[src/rtl/pipeline_stall_controller_pkg.sv]
// Shared types and constants for the LEGv8 stall/flush controller.
// Holds the FSM state encoding, the zero-register index and defaults.
package pipeline_ctrl_pkg;

    typedef enum logic [1:0] {
        S_RUN      = 2'd0,
        S_MEM_WAIT = 2'd1,
        S_HALT     = 2'd2
    } state_t;

    localparam logic [4:0] XZR = 5'd31;

    localparam int TIMEOUT_DEF = 256;
    localparam int CNT_W_DEF   = 32;

endpackage

[src/rtl/pipeline_stall_controller_if.sv]
// Bundle between the stall controller and the pipeline datapath.
// master: controller (hazard/memory inputs, enable/flush/counter outputs).
// slave : pipeline side (drives hazard/memory, receives controls).
interface pipeline_stall_controller_if #(
    parameter int CNT_W = 32
);
    logic             ID_EX_MemRead;
    logic [4:0]       ID_EX_RegisterRd;
    logic [4:0]       IF_ID_RegisterRn1;
    logic [4:0]       IF_ID_RegisterRm2;
    logic             EX_MEM_BranchTaken;
    logic             dmem_req;
    logic             dmem_ready;

    logic             PCWrite;
    logic             IF_ID_Write;
    logic             ID_EX_Write;
    logic             EX_MEM_Write;
    logic             ControlMux;
    logic             IF_ID_Flush;
    logic             ID_EX_Flush;
    logic             EX_MEM_Flush;
    logic             MEM_WB_Bubble;
    logic             halted;
    logic [CNT_W-1:0] stall_cycles;
    logic [CNT_W-1:0] flush_count;

    modport master (
        input  ID_EX_MemRead, ID_EX_RegisterRd,
        input  IF_ID_RegisterRn1, IF_ID_RegisterRm2,
        input  EX_MEM_BranchTaken, dmem_req, dmem_ready,
        output PCWrite, IF_ID_Write, ID_EX_Write, EX_MEM_Write,
        output ControlMux, IF_ID_Flush, ID_EX_Flush, EX_MEM_Flush,
        output MEM_WB_Bubble, halted, stall_cycles, flush_count
    );

    modport slave (
        output ID_EX_MemRead, ID_EX_RegisterRd,
        output IF_ID_RegisterRn1, IF_ID_RegisterRm2,
        output EX_MEM_BranchTaken, dmem_req, dmem_ready,
        input  PCWrite, IF_ID_Write, ID_EX_Write, EX_MEM_Write,
        input  ControlMux, IF_ID_Flush, ID_EX_Flush, EX_MEM_Flush,
        input  MEM_WB_Bubble, halted, stall_cycles, flush_count
    );

endinterface

[src/rtl/pipeline_stall_controller_sat_counter.sv]
// Saturating up-counter used for the performance counters.
// Ports: clk, rst_n (async low), inc, clear (sync), count (W bits).
module sat_counter #(
    parameter int W = 32
) (
    input  logic         clk,
    input  logic         rst_n,
    input  logic         inc,
    input  logic         clear,
    output logic [W-1:0] count
);

    logic [W-1:0] cnt_q;
    logic [W-1:0] cnt_d;

    always_comb begin
        cnt_d = cnt_q;
        if (clear) begin
            cnt_d = '0;
        end else if (inc && (cnt_q != '1)) begin
            cnt_d = cnt_q + W'(1);
        end
    end

    always_ff @(posedge clk or negedge rst_n) begin
        if (!rst_n) begin
            cnt_q <= '0;
        end else begin
            cnt_q <= cnt_d;
        end
    end

    assign count = cnt_q;

endmodule

[src/rtl/pipeline_stall_controller.sv]
// Stall/flush sequencer for the 5-stage pipeline with memory watchdog.
// Ports: clk, rst_n (async low), bus (master: hazards in, controls out).
module pipeline_stall_controller
    import pipeline_ctrl_pkg::*;
#(
    parameter int TIMEOUT = TIMEOUT_DEF,
    parameter int CNT_W   = CNT_W_DEF
) (
    input logic clk,
    input logic rst_n,
    pipeline_stall_controller_if.master bus
);

    localparam int              WAIT_W    = $clog2(TIMEOUT);
    localparam logic [WAIT_W-1:0] WAIT_LAST = WAIT_W'(TIMEOUT - 1);

    state_t              state_q, state_d;
    logic [WAIT_W-1:0]   wait_q, wait_d;

    logic load_use;
    logic mem_stall;
    logic freeze;
    logic halt_o;
    logic br_flush;
    logic lu_stall;

    always_comb begin
        load_use = bus.ID_EX_MemRead
                && (bus.ID_EX_RegisterRd != XZR)
                && ((bus.ID_EX_RegisterRd == bus.IF_ID_RegisterRn1)
                 || (bus.ID_EX_RegisterRd == bus.IF_ID_RegisterRm2));
        mem_stall = bus.dmem_req && !bus.dmem_ready;

        state_d  = state_q;
        wait_d   = wait_q;
        freeze   = 1'b0;
        halt_o   = 1'b0;
        br_flush = 1'b0;
        lu_stall = 1'b0;

        unique case (state_q)
            S_RUN: begin
                if (mem_stall) begin
                    freeze  = 1'b1;
                    state_d = S_MEM_WAIT;
                    wait_d  = WAIT_W'(1);
                end else if (bus.EX_MEM_BranchTaken) begin
                    br_flush = 1'b1;
                end else if (load_use) begin
                    lu_stall = 1'b1;
                end
            end
            S_MEM_WAIT: begin
                if (bus.dmem_ready) begin
                    // Release cycle behaves like S_RUN without the memory stall.
                    state_d = S_RUN;
                    wait_d  = '0;
                    if (bus.EX_MEM_BranchTaken) begin
                        br_flush = 1'b1;
                    end else if (load_use) begin
                        lu_stall = 1'b1;
                    end
                end else begin
                    freeze = 1'b1;
                    if (wait_q == WAIT_LAST) begin
                        state_d = S_HALT;
                    end else begin
                        wait_d = wait_q + WAIT_W'(1);
                    end
                end
            end
            S_HALT: begin
                halt_o = 1'b1;
            end
            default: begin
                state_d = S_RUN;
                wait_d  = '0;
            end
        endcase

        // Held in reset: outputs take their run-idle values whatever the inputs.
        if (!rst_n) begin
            freeze   = 1'b0;
            halt_o   = 1'b0;
            br_flush = 1'b0;
            lu_stall = 1'b0;
        end
    end

    always_ff @(posedge clk or negedge rst_n) begin
        if (!rst_n) begin
            state_q <= S_RUN;
            wait_q  <= '0;
        end else begin
            state_q <= state_d;
            wait_q  <= wait_d;
        end
    end

    assign bus.PCWrite       = !(freeze || halt_o || lu_stall);
    assign bus.IF_ID_Write   = !(freeze || halt_o || lu_stall);
    assign bus.ID_EX_Write   = !(freeze || halt_o);
    assign bus.EX_MEM_Write  = !(freeze || halt_o);
    assign bus.ControlMux    = lu_stall;
    assign bus.IF_ID_Flush   = br_flush;
    assign bus.ID_EX_Flush   = br_flush;
    assign bus.EX_MEM_Flush  = br_flush;
    assign bus.MEM_WB_Bubble = freeze || halt_o;
    assign bus.halted        = halt_o;

    sat_counter #(.W(CNT_W)) u_stall_cnt (
        .clk   (clk),
        .rst_n (rst_n),
        .inc   (!bus.PCWrite),
        .clear (1'b0),
        .count (bus.stall_cycles)
    );

    sat_counter #(.W(CNT_W)) u_flush_cnt (
        .clk   (clk),
        .rst_n (rst_n),
        .inc   (br_flush),
        .clear (1'b0),
        .count (bus.flush_count)
    );

endmodule

[src/flat_wrapper.sv]
// flat-port wrapper written by rule: the top's interface ports become plain ports
module pipeline_stall_controller_flat import pipeline_ctrl_pkg::*;
#(
    parameter int TIMEOUT = TIMEOUT_DEF,
    parameter int CNT_W   = CNT_W_DEF
)
  (clk, rst_n, bus_ID_EX_MemRead, bus_ID_EX_RegisterRd, bus_IF_ID_RegisterRn1, bus_IF_ID_RegisterRm2, bus_EX_MEM_BranchTaken, bus_dmem_req, bus_dmem_ready, bus_PCWrite, bus_IF_ID_Write, bus_ID_EX_Write, bus_EX_MEM_Write, bus_ControlMux, bus_IF_ID_Flush, bus_ID_EX_Flush, bus_EX_MEM_Flush, bus_MEM_WB_Bubble, bus_halted, bus_stall_cycles, bus_flush_count);
  pipeline_stall_controller_if #(.CNT_W(CNT_W)) bus_i ();
  input logic clk;
  input logic rst_n;
  input wire logic [$bits(bus_i.ID_EX_MemRead)-1:0] bus_ID_EX_MemRead;
  input wire logic [$bits(bus_i.ID_EX_RegisterRd)-1:0] bus_ID_EX_RegisterRd;
  input wire logic [$bits(bus_i.IF_ID_RegisterRn1)-1:0] bus_IF_ID_RegisterRn1;
  input wire logic [$bits(bus_i.IF_ID_RegisterRm2)-1:0] bus_IF_ID_RegisterRm2;
  input wire logic [$bits(bus_i.EX_MEM_BranchTaken)-1:0] bus_EX_MEM_BranchTaken;
  input wire logic [$bits(bus_i.dmem_req)-1:0] bus_dmem_req;
  input wire logic [$bits(bus_i.dmem_ready)-1:0] bus_dmem_ready;
  output wire logic [$bits(bus_i.PCWrite)-1:0] bus_PCWrite;
  output wire logic [$bits(bus_i.IF_ID_Write)-1:0] bus_IF_ID_Write;
  output wire logic [$bits(bus_i.ID_EX_Write)-1:0] bus_ID_EX_Write;
  output wire logic [$bits(bus_i.EX_MEM_Write)-1:0] bus_EX_MEM_Write;
  output wire logic [$bits(bus_i.ControlMux)-1:0] bus_ControlMux;
  output wire logic [$bits(bus_i.IF_ID_Flush)-1:0] bus_IF_ID_Flush;
  output wire logic [$bits(bus_i.ID_EX_Flush)-1:0] bus_ID_EX_Flush;
  output wire logic [$bits(bus_i.EX_MEM_Flush)-1:0] bus_EX_MEM_Flush;
  output wire logic [$bits(bus_i.MEM_WB_Bubble)-1:0] bus_MEM_WB_Bubble;
  output wire logic [$bits(bus_i.halted)-1:0] bus_halted;
  output wire logic [$bits(bus_i.stall_cycles)-1:0] bus_stall_cycles;
  output wire logic [$bits(bus_i.flush_count)-1:0] bus_flush_count;
  assign bus_i.ID_EX_MemRead = bus_ID_EX_MemRead;
  assign bus_i.ID_EX_RegisterRd = bus_ID_EX_RegisterRd;
  assign bus_i.IF_ID_RegisterRn1 = bus_IF_ID_RegisterRn1;
  assign bus_i.IF_ID_RegisterRm2 = bus_IF_ID_RegisterRm2;
  assign bus_i.EX_MEM_BranchTaken = bus_EX_MEM_BranchTaken;
  assign bus_i.dmem_req = bus_dmem_req;
  assign bus_i.dmem_ready = bus_dmem_ready;
  assign bus_PCWrite = bus_i.PCWrite;
  assign bus_IF_ID_Write = bus_i.IF_ID_Write;
  assign bus_ID_EX_Write = bus_i.ID_EX_Write;
  assign bus_EX_MEM_Write = bus_i.EX_MEM_Write;
  assign bus_ControlMux = bus_i.ControlMux;
  assign bus_IF_ID_Flush = bus_i.IF_ID_Flush;
  assign bus_ID_EX_Flush = bus_i.ID_EX_Flush;
  assign bus_EX_MEM_Flush = bus_i.EX_MEM_Flush;
  assign bus_MEM_WB_Bubble = bus_i.MEM_WB_Bubble;
  assign bus_halted = bus_i.halted;
  assign bus_stall_cycles = bus_i.stall_cycles;
  assign bus_flush_count = bus_i.flush_count;
  pipeline_stall_controller #(.TIMEOUT(TIMEOUT), .CNT_W(CNT_W)) u_core (.clk(clk), .rst_n(rst_n), .bus(bus_i));
endmodule
[config.mk]
export PLATFORM = sky130hd
export DESIGN_NAME = pipeline_stall_controller_flat
export DESIGN_NICKNAME = d
export VERILOG_FILES = /design/src/rtl/pipeline_stall_controller_pkg.sv /design/src/rtl/pipeline_stall_controller_if.sv /design/src/rtl/pipeline_stall_controller_sat_counter.sv /design/src/rtl/pipeline_stall_controller.sv /design/src/flat_wrapper.sv
export SDC_FILE = /design/constraint.sdc
export NUM_CORES = 1
export LEC_CHECK = 0
export CELL_PAD_IN_SITES_DETAIL_PLACEMENT = 1
export CELL_PAD_IN_SITES_GLOBAL_PLACEMENT = 1
export CORE_ASPECT_RATIO = 2
export CORE_UTILIZATION = 35
export CTS_BUF_LIST = sky130_fd_sc_hd__clkbuf_8 sky130_fd_sc_hd__clkbuf_16
export DETAILED_ROUTE_END_ITERATION = 10
export PLACE_DENSITY = 0.74
export SLEW_MARGIN = 10
export SYNTH_ARGS = -nofsm -noshare
export SYNTH_HDL_FRONTEND = slang
export SYNTH_SLANG_ARGS = --single-unit
[constraint.sdc]
create_clock -name clk -period 1.8 [get_ports clk]
set_input_delay 0.36 -clock clk [delete_from_list [all_inputs] [get_ports clk]]
set_output_delay 0.36 -clock clk [all_outputs]
set_load 0.02 [all_outputs]
### Word level (Yosys, flattened, before mapping)

Cells that the tools add are included.

* register bits: 74
* bits of input ports: 21

* $add $sub $neg: 3
* equal/unequal tests: 11
* muxes and demuxes: 25
* bitwise gates (word level): 1
* reductions and logical operators: 14

Operators with widths (count)
* $add A32 B1 Y32 const B: 2
* $ne A32 B32 Y1 const B: 2
* $mux W8: 3
* $pmux W8 S3: 1
* $mux W1: 14
* $eq A5 B5 Y1: 2
* $add A8 B1 Y8 const B: 1
* $eq A8 B8 Y1 const B: 1
* $mux W2: 3
* $pmux W1 S2: 3
* $pmux W2 S3: 1
* $reduce_and A3 Y1: 2
* $logic_and A1 B1 Y1: 5
* $ne A5 B5 Y1 const B: 1
* $logic_not A1 Y1: 3
* $logic_or A1 B1 Y1: 3
* $ne A3 B2 Y1 const B: 1
* $ne A3 B3 Y1 const B: 1
* $eq A2 B1 Y1 const B: 1
* $eq A2 B2 Y1 const B: 1
* $logic_not A2 Y1: 1
* $ne A2 B1 Y1 const B: 1
* $not A1 Y1: 1

### Depth between registers and ports, before layout

Gate-level depths: netlist of the first run.

* depth in word-level cells: 10
* mapped depth: 9
* depth with buffers taken out: 7

### By module

A second synthesis of the first run with hierarchy kept.

* cell total of the unflattened synthesis: 491
* area, all modules: 4538.1 µm²

By module, submodules not included
* sat_counter: times used 2, cells an instance 198, area an instance 1854.3 µm²
* pipeline_stall_controller: times used 1, cells an instance 95, area an instance 829.5 µm²

### Least setup slack after synthesis of the first run

Ideal clock, no wire load.

* path kind: register to output
* from: reg u_core.state_q[0]
* to: out bus_PCWrite
* arrival: 1.917 ns
* required time: 1.440 ns
* path slack: -0.477 ns
* cell stages (with the launch flop): 9
* cells stage by stage: dfrtp_1 -> buf_2 -> nor2b_1 -> o21bai_1 -> nand2_1 -> a21oi_1 -> clkbuf_1 -> inv_1 -> buf_4

* cells in the longest elaborated chain, start to end: 6
* elaborated cells between the ends (all ways): 12

Ends and longest elaborated chain
* from (decl): line pipeline_stall_controller.sv:17 `state_t state_q, state_d;`
* from (signal assigned): line pipeline_stall_controller.sv:95 `state_q <= state_d;`
* $eq A2 B1 Y1, or another cell as far along: line pipeline_stall_controller.sv:41 `unique case (state_q)`
* $pmux W1 S2 / $mux W1 (equally long branches): line pipeline_stall_controller.sv:41
* $mux W1: line pipeline_stall_controller.sv:82 `if (!rst_n) begin`
* $logic_or A1 B1 Y1
* $logic_or A1 B1 Y1 *
* $logic_not A1 Y1 *
* to (decl): line flat_wrapper.sv:18 `output wire logic [$bits(bus_i.PCWrite)-1:0] bus_PCWrite;`

Every way passes the cells marked *; elsewhere a longest branch is shown, timed or not.

### Final worst setup path of the first run

* from: in bus_EX_MEM_BranchTaken
* to: out bus_IF_ID_Write

* cells in the longest elaborated chain, start to end: 6
* elaborated cells between the ends (all ways): 7

Ends and longest elaborated chain
* from (decl): line flat_wrapper.sv:15 `input wire logic [$bits(bus_i.EX_MEM_BranchTaken)-1:0] bus_EX_MEM_BranchTaken;`
* $mux W1 *: line pipeline_stall_controller.sv:47 `end else if (bus.EX_MEM_BranchTaken) begin`
* $mux W1, on equally long branches: line pipeline_stall_controller.sv:54, pipeline_stall_controller.sv:43
* $pmux W1 S2 *: line pipeline_stall_controller.sv:41
* $mux W1 *: line pipeline_stall_controller.sv:82
* $logic_or A1 B1 Y1 *: line pipeline_stall_controller.sv:101 `assign bus.IF_ID_Write = !(freeze || halt_o || lu_stall);`
* $logic_not A1 Y1 *: line pipeline_stall_controller.sv:101
* to (decl): line flat_wrapper.sv:19 `output wire logic [$bits(bus_i.IF_ID_Write)-1:0] bus_IF_ID_Write;`

Marked as above.

==> results of run 1 <==
[layer usage]
metal | part of all wire [%] | routed length (um) | track usage (%) | vias to the layer above
met2 | 60 | 8620 | 51.7 | 86
li1 | - | - | - | 1741
met5 | 0 | 0 | 0 | -
met3 | 2.5 | 362 | 3.73 | 31
met1 | 34 | 4880 | 23.9 | 1927
met4 | 3.4 | 482 | 11.6 | 0
[through the flow]
stage | std cells | hold WS, ns
after detailed placement | 688 | 0.296
after CTS | 722 | 0.436
after global placement | 688 | 0.290
after floorplan | 373 | 0.0644
after global routing | 725 | 0.479
final | 725 | 0.399
[flip-flops by register name (all words and copies together) (netlist names)]
| signal | flops |
|---|---|
| u_core.state_q | 2 |
| u_core.u_stall_cnt.count | 32 |
| u_core.wait_q | 8 |
| u_core.u_flush_cnt.count | 32 |
[report_power, final]
part,switching [mW],total [mW],internal (mW)
logic,0.562,1.13,0.571
clock network,0.712,2.05,1.34
registers,0.120,1.91,1.79
total,1.39,5.09,3.70
[cell usage after synthesis, types with 2 or more instances]
cell / count
dfrtp_1: 74
xnor2_1: 46
nand3_1: 27
nand4_1: 26
nand2_1: 24
xor2_1: 22
and3_1: 21
nor2_1: 18
nor3_1: 11
o21ai_0: 11
inv_1: 9
and4_1: 8
and2_1: 5
buf_2: 5
nor2b_1: 5
a21oi_1: 4
buf_4: 4
nor2_2: 4
clkbuf_1: 3
ha_1: 3
nand3_2: 3
a31o_2: 2
a31oi_1: 2
nand4_2: 2
nor2b_4: 2
o21a_1: 2
o31ai_1: 2
or3_1: 2
or4_4: 2
[logic make-up (layout without fill, tap and decap cells)]
group	count (synthesis)	after routing	share of synthesized area, %
and+or+nand+nor	172	172	27.0
DFF	74	74	47.4
xor gates and xnor gates	68	68	15.3
AOI/OAI and AO/OA	32	33	5.96
buffers and inverters	22	233	2.85
adders and majority gates	3	3	0.961
muxes	2	2	0.577
[repair_timing]
action                                  in CTS  in global routing
pin swaps                                   40                 26
hold buffers                                 1                  0
endpoints found under the hold margin        6                  0
buffers inserted                            16                  4
endpoints found under the setup margin     112                101
cloned                                       3                  0
gates resized for setup                    164                 55
[critical path: cells and delay by family]
family | cells | cell delay, ns
compound gates | 2 | 0.37
simple gates | 1 | 0.27
buf+inv | 3 | 0.70
[worst paths after layout]
kind	start	to	slack, ns	depth (start not counted)
setup / recovery	bus_EX_MEM_BranchTaken	bus_IF_ID_Write	-0.27	6
hold / removal	rst_n	u_core.wait_q[0]	0.40	3
setup reg to reg	u_core.state_q[0]	u_core.u_flush_cnt.count[31]	-0.23	7
hold reg to reg	u_core.u_flush_cnt.count[18]	u_core.u_flush_cnt.count[18]	0.50	1
max in group asynchronous	rst_n	u_core.u_flush_cnt.count[29]	0.77	3
min in group clk	u_core.u_flush_cnt.count[18]	u_core.u_flush_cnt.count[18]	0.50	1
[layout make-up]
class	count	area [sq um]	share of cell area (%)
clock buffer	9	225	3.34
clock inverter	7	110	1.64
inverter	9	38.8	0.576
multi-input combinational	278	2380	35.3
sequential	74	1880	28.0
tap	140	175	2.60
timing repair buffer	208	1920	28.6
==> run summary, run 1 <==
CP arrival = 1.71 ns
crit path cell chain = clkdlybuf4s50_1 -> nor2b_1 -> a32oi_2 -> a21oi_2 -> inv_2 -> buf_6
Longest Clk Path Bufs = 2
slack of the critical path = -0.267 ns
crit path max fanout = 2
Vias/cell = 5.22
# fillers = 1153
kind of critical path = in2out
final setup vio count = 68
Final min period = 2.07 ns
largest net degree at the start of global routing = 69
global-route wire length before repair = 22300 um
Worst Setup End Kind = primary output
DIE AREA = 0.0116 sq mm
vias = 3785
layout cells sized above 1 = 43.6%
Netlist cell types = 53
Rel. slew slack = 41.2%
DRT antenna net count = 0
GR Overflow Total = 0
Mapped Avg Cell Area = 10.5 sq um
Final Cell Area = 0.00673 sq mm
# IOs = 95
Core Footprint = 0.0109 sq mm
Yosys reg bits = 74
post-route core utilization = 61.9%
Synth async-reset ratio = 100%
status = finished, violations left
Starting Density = 35.9%
most frequent cells in the layout = buf_4, dfrtp_1, dlygate4sd2_1, xnor2_1
# DRC = 0
Post-Syn Nets = 397
Pre-antenna DRT Iters = 4
ys flop type = dfrtp_1
Hold Violations, Final = 0
RSZ-0062 raised after global routing = true
HPWL Detailed = 9190 um
top area cells in the synthesized netlist = dfrtp_1, xnor2_1, xor2_1
Sum Neg Setup Slack = -11.09 ns
insertion delay to the later sink of the worst-skew pair = 0.34 ns
Synth top area share = 47.4%
mapped cell area = 0.00390 sq mm
Buffers on Ports = 94
vias in the first global route = 4206
fin crit share = 115%
CTS tree = done
total wire length = 14300 um
DRT iter0 DRCs = 146
Setup Skew = 0.00596 ns
P&R area growth vs syn = 72.4%
EDFF count, synth = 0
CTS Sinks = 74
DR WL/cell = 19.8 um
Synth Instances = 373
Slew Viols, Final = 0
pwr dens = 756 mW/mm^2
largest area contributor in the netlist = dfrtp_1
Worst Tran Pin Value = 0.883 ns
CP peak stage delay = 0.50 ns
Die Y = 151 um
chip width = 76.7 um
Max Cap Violations = 0
sequential area share after synthesis = 47.4%
initial antenna violation count = 0
failing checks = setup timing
Final GP Congestion = 0.821
crit path max-delay cell type = clkdlybuf4s50_1
clk slew on worst S/H paths = 0.06 ns
Peak VDD IR = 0.000498 V
diode count = 0
Num CTS Buffers = 9
placed cell areas = 0.00582 sq mm
Final Total Pwr = 5.09 mW
Hold Path Class = in2async
max frequency = 484 MHz
root buf cell = clkbuf_16
Setup WS pre-CTS = -0.859 ns
Syn. warnings = 0
Total GRT Usage = 25.3%
Std-Cell Rows = 54
H-tree levels = 3
commonest non-fill, non-tap cell in the layout = buf_4
Final #Nets = 604
worst path required time = 1.44 ns
Lkg Pwr = 3.39 nW
CP Launch Type = primary input
(Power assumes the default switching activity.)
==> inputs of run 2 (changes only) <==
--- a/config.mk
+++ b/config.mk
@@ -5,13 +5,14 @@
 export SDC_FILE = /design/constraint.sdc
 export NUM_CORES = 1
 export LEC_CHECK = 0
+export ABC_AREA = 1
 export CELL_PAD_IN_SITES_DETAIL_PLACEMENT = 1
 export CELL_PAD_IN_SITES_GLOBAL_PLACEMENT = 1
 export CORE_ASPECT_RATIO = 2
-export CORE_UTILIZATION = 35
+export CORE_UTILIZATION = 33
 export CTS_BUF_LIST = sky130_fd_sc_hd__clkbuf_8 sky130_fd_sc_hd__clkbuf_16
 export DETAILED_ROUTE_END_ITERATION = 10
-export PLACE_DENSITY = 0.74
+export PLACE_DENSITY = 0.73
 export SLEW_MARGIN = 10
 export SYNTH_ARGS = -nofsm -noshare
 export SYNTH_HDL_FRONTEND = slang
==> run 2 against run 1 <==
- the flow still finishes with violations (setup timing)
- die area rose by 36%
- count of clock-buffer cells in the layout rose by 1
- sequential power fell by 7%
- highest routed layer unchanged
- routed wire length rose by 62%
- cell count rose by 69%
- flip-flop and latch count did not move
- clock power fell by 9%
- register-to-register slack improved by 0.03 ns
- sequential share of layout area fell by 5.2 points
==> run summary, run 2 <==
Setup Skew = 0.0116 ns
Rel. slew slack = 61.6%
Yosys reg bits = 74
Final Cell Area = 0.00815 sq mm
FF-to-FF path depth = 13
root buf cell = clkbuf_16
Clk pwr share = 42.8%
Final GP Congestion = 0.950
layout cells sized above 1 = 26.0%
Worst Setup End Kind = primary output
Gate power share = 16.4%
Num CTS Buffers = 9
r2r startpoint = u_core.state_q[1]
R2R setup slack = -0.20 ns
insertion delay to the later sink of the worst-skew pair = 0.35 ns
mux contribution to synthesized area = 0%
Internal Power = 3.14 mW
DR WL/cell = 19.0 um
pwr dens = 535 mW/mm^2
Synth async-reset ratio = 100%
Total GRT Usage = 29.0%
DRT iter0 DRCs = 208
# DRC = 0
Synth top area share = 36.7%
Synth Instances = 779
Post-Synth Adder-Cell Area = 0.743%
most frequent cells in the layout = nand2_1, buf_4, nor2_1, dfrtp_1, inv_1
crit path max fanout = 3
status = finished, violations left
ys flop type = dfrtp_1
total wire length = 23200 um
mapped cell area = 0.00505 sq mm
CTS Sinks = 74
worst path required time = 1.44 ns
vias in the first global route = 6769
Hold Path Class = in2async
Simple-Gate Fraction of Synth Area = 46.3%
reg2reg end = u_core.u_flush_cnt.count[26]
largest net degree at the start of global routing = 43
GR Overflow Total = 0
fin crit share = 112%
CTS tree = done
Pre-antenna DRT Iters = 4
kind of critical path = reg2out
Syn. warnings = 0
Final #Nets = 1048
Vias/cell = 5.16
slack of the critical path = -0.208 ns
commonest non-fill, non-tap cell in the layout = nand2_1
Die Y = 177 um
post-route core utilization = 54.7%
diode count = 0
Lkg Pwr = 4.40 nW
largest family of logic cells by synthesized area = simple AND/OR/NAND/NOR gates
placed cell areas = 0.00710 sq mm
largest area contributor in the netlist = dfrtp_1
sequential area share after synthesis = 36.7%
EDFF count, synth = 0
NetSw = 1.23 mW
max frequency = 498 MHz
clk slew on worst S/H paths = 0.07 ns
Mapped Avg Cell Area = 6.48 sq um
top area cells in the synthesized netlist = dfrtp_1, nand2_1, nor2_1
global-route wire length before repair = 33600 um
Netlist cell types = 28
DIE AREA = 0.0158 sq mm
# fillers = 1893
P&R area growth vs syn = 61.4%
sw frac = 28.1%
Max Cap Violations = 0
HPWL Detailed = 16500 um
# IOs = 95
Slew Viols, Final = 0
Starting Density = 33.9%
DRT antenna net count = 0
CP arrival = 1.65 ns
vias = 6316
CP Launch Type = register
count leader, synth = nand2_1
Core Footprint = 0.0149 sq mm
chip width = 89.5 um
RSZ-0062 raised after global routing = true
Post-Syn Nets = 803
compound-gate portion of the synthesized area = 3.64%
H-tree levels = 3
most frequent cells after synthesis = nand2_1, nor2_1, dfrtp_1
Final min period = 2.01 ns
Sum Neg Setup Slack = -9.64 ns
final setup vio count = 78
Worst Tran Pin Value = 0.576 ns
power share of the sequential group = 40.8%
Std-Cell Rows = 63
Synth Area in XOR/XNOR = 4.68%
Hold Violations, Final = 0
Peak VDD IR = 0.000433 V
failing checks = setup timing
initial antenna violation count = 0
Longest Clk Path Bufs = 2
Buffers on Ports = 94
-- run 2: cell count changes in the layout (fill, tap and decap cells not counted), sizes merged, moves of 6 or more --
cell    previous run  this run
buf              124       165
clkbuf             9        15
nor3              12        19
nand4             29         8
and4               8         0
nor2              23       102
nand3             31        63
and3              22         0
o21ai             11        29
inv               11        69
nand2             25       339
nor2b              8         0
nand3b             0        18
xnor2             46        10
-- run 2: critical path: stages (launching register included) --
cell and delay, ns:
dfrtp_1 0.42, inv_2 0.13, nand2_2 0.07, nor3b_2 0.15, nand2_1 0.09, nor2_2 0.10
nand2_2 0.08, nand2_4 0.09, inv_6 0.03, buf_4 0.14
-- run 2: cells by family after synthesis --
kind of cell | after synthesis
and+or+nand+nor | 552
buffers and inverters | 88
DFF | 74
AOI/OAI and AO/OA | 35
xor gates and xnor gates | 27
adders and majority gates | 3
-- run 2: cell type report --
type	count	area [sq um]	area share (%)
flip-flops and latches	74	1860	22.8
well taps	195	244	2.99
clock buffers	10	239	2.93
inverters	69	284	3.48
multi-input cells	617	3080	37.8
clock inverters	6	58.8	0.722
repair buffers	253	2390	29.3
-- run 2: worst max path at each step --
stage	cells past startpoint	from	endpoint
finish	9	u_core.state_q[1]	bus_IF_ID_Write
global route	9	u_core.state_q[1]	bus_IF_ID_Write
global placement	10	bus_dmem_ready	bus_ControlMux
detailed placement	10	bus_ID_EX_RegisterRd[0]	bus_IF_ID_Write
CTS	9	u_core.state_q[0]	bus_IF_ID_Write
floorplan	10	u_core.state_q[1]	bus_PCWrite
-- run 2: metal layers --
metal	share of wire, %	global-route usage [%]	vias to the layer above
met2	57	57.5	198
met4	9.2	22.8	0
met3	2.6	3.13	111
met5	0	0	-
met1	31	24.3	3075
li1	-	-	2932
-- run 2: power groups by stage --
stage / Clock, mW / Sequential [mW] / Combinational [mW]
after floorplan: 0 / 1.87 / 0.204
after global placement: 0 / 1.80 / 0.634
after detailed placement: 0 / 1.80 / 0.660
after CTS: 1.91 / 1.78 / 0.660
after global routing: 1.96 / 1.78 / 0.768
final: 1.87 / 1.78 / 0.716
-- run 2: what timing repair did --
action | CTS | global route
hold buffers | 0 | 0
pin swaps | 8 | 18
gates cloned | 2 | 5
buffers inserted | 12 | 16
gates resized for setup | 136 | 95
setup endpoints to repair | 121 | 99
-- run 2: per-stage QoR --
stage	power (mW)	std cells	hold slack [ns]	setup WS [ns]
after floorplan	2.08	779	0.0644	-0.0839
after global placement	2.44	1175	0.506	-0.682
after detailed placement	2.46	1175	0.514	-0.698
after CTS	4.35	1205	0.219	-0.236
after global routing	4.51	1224	0.257	-0.308
final	4.36	1224	0.209	-0.208
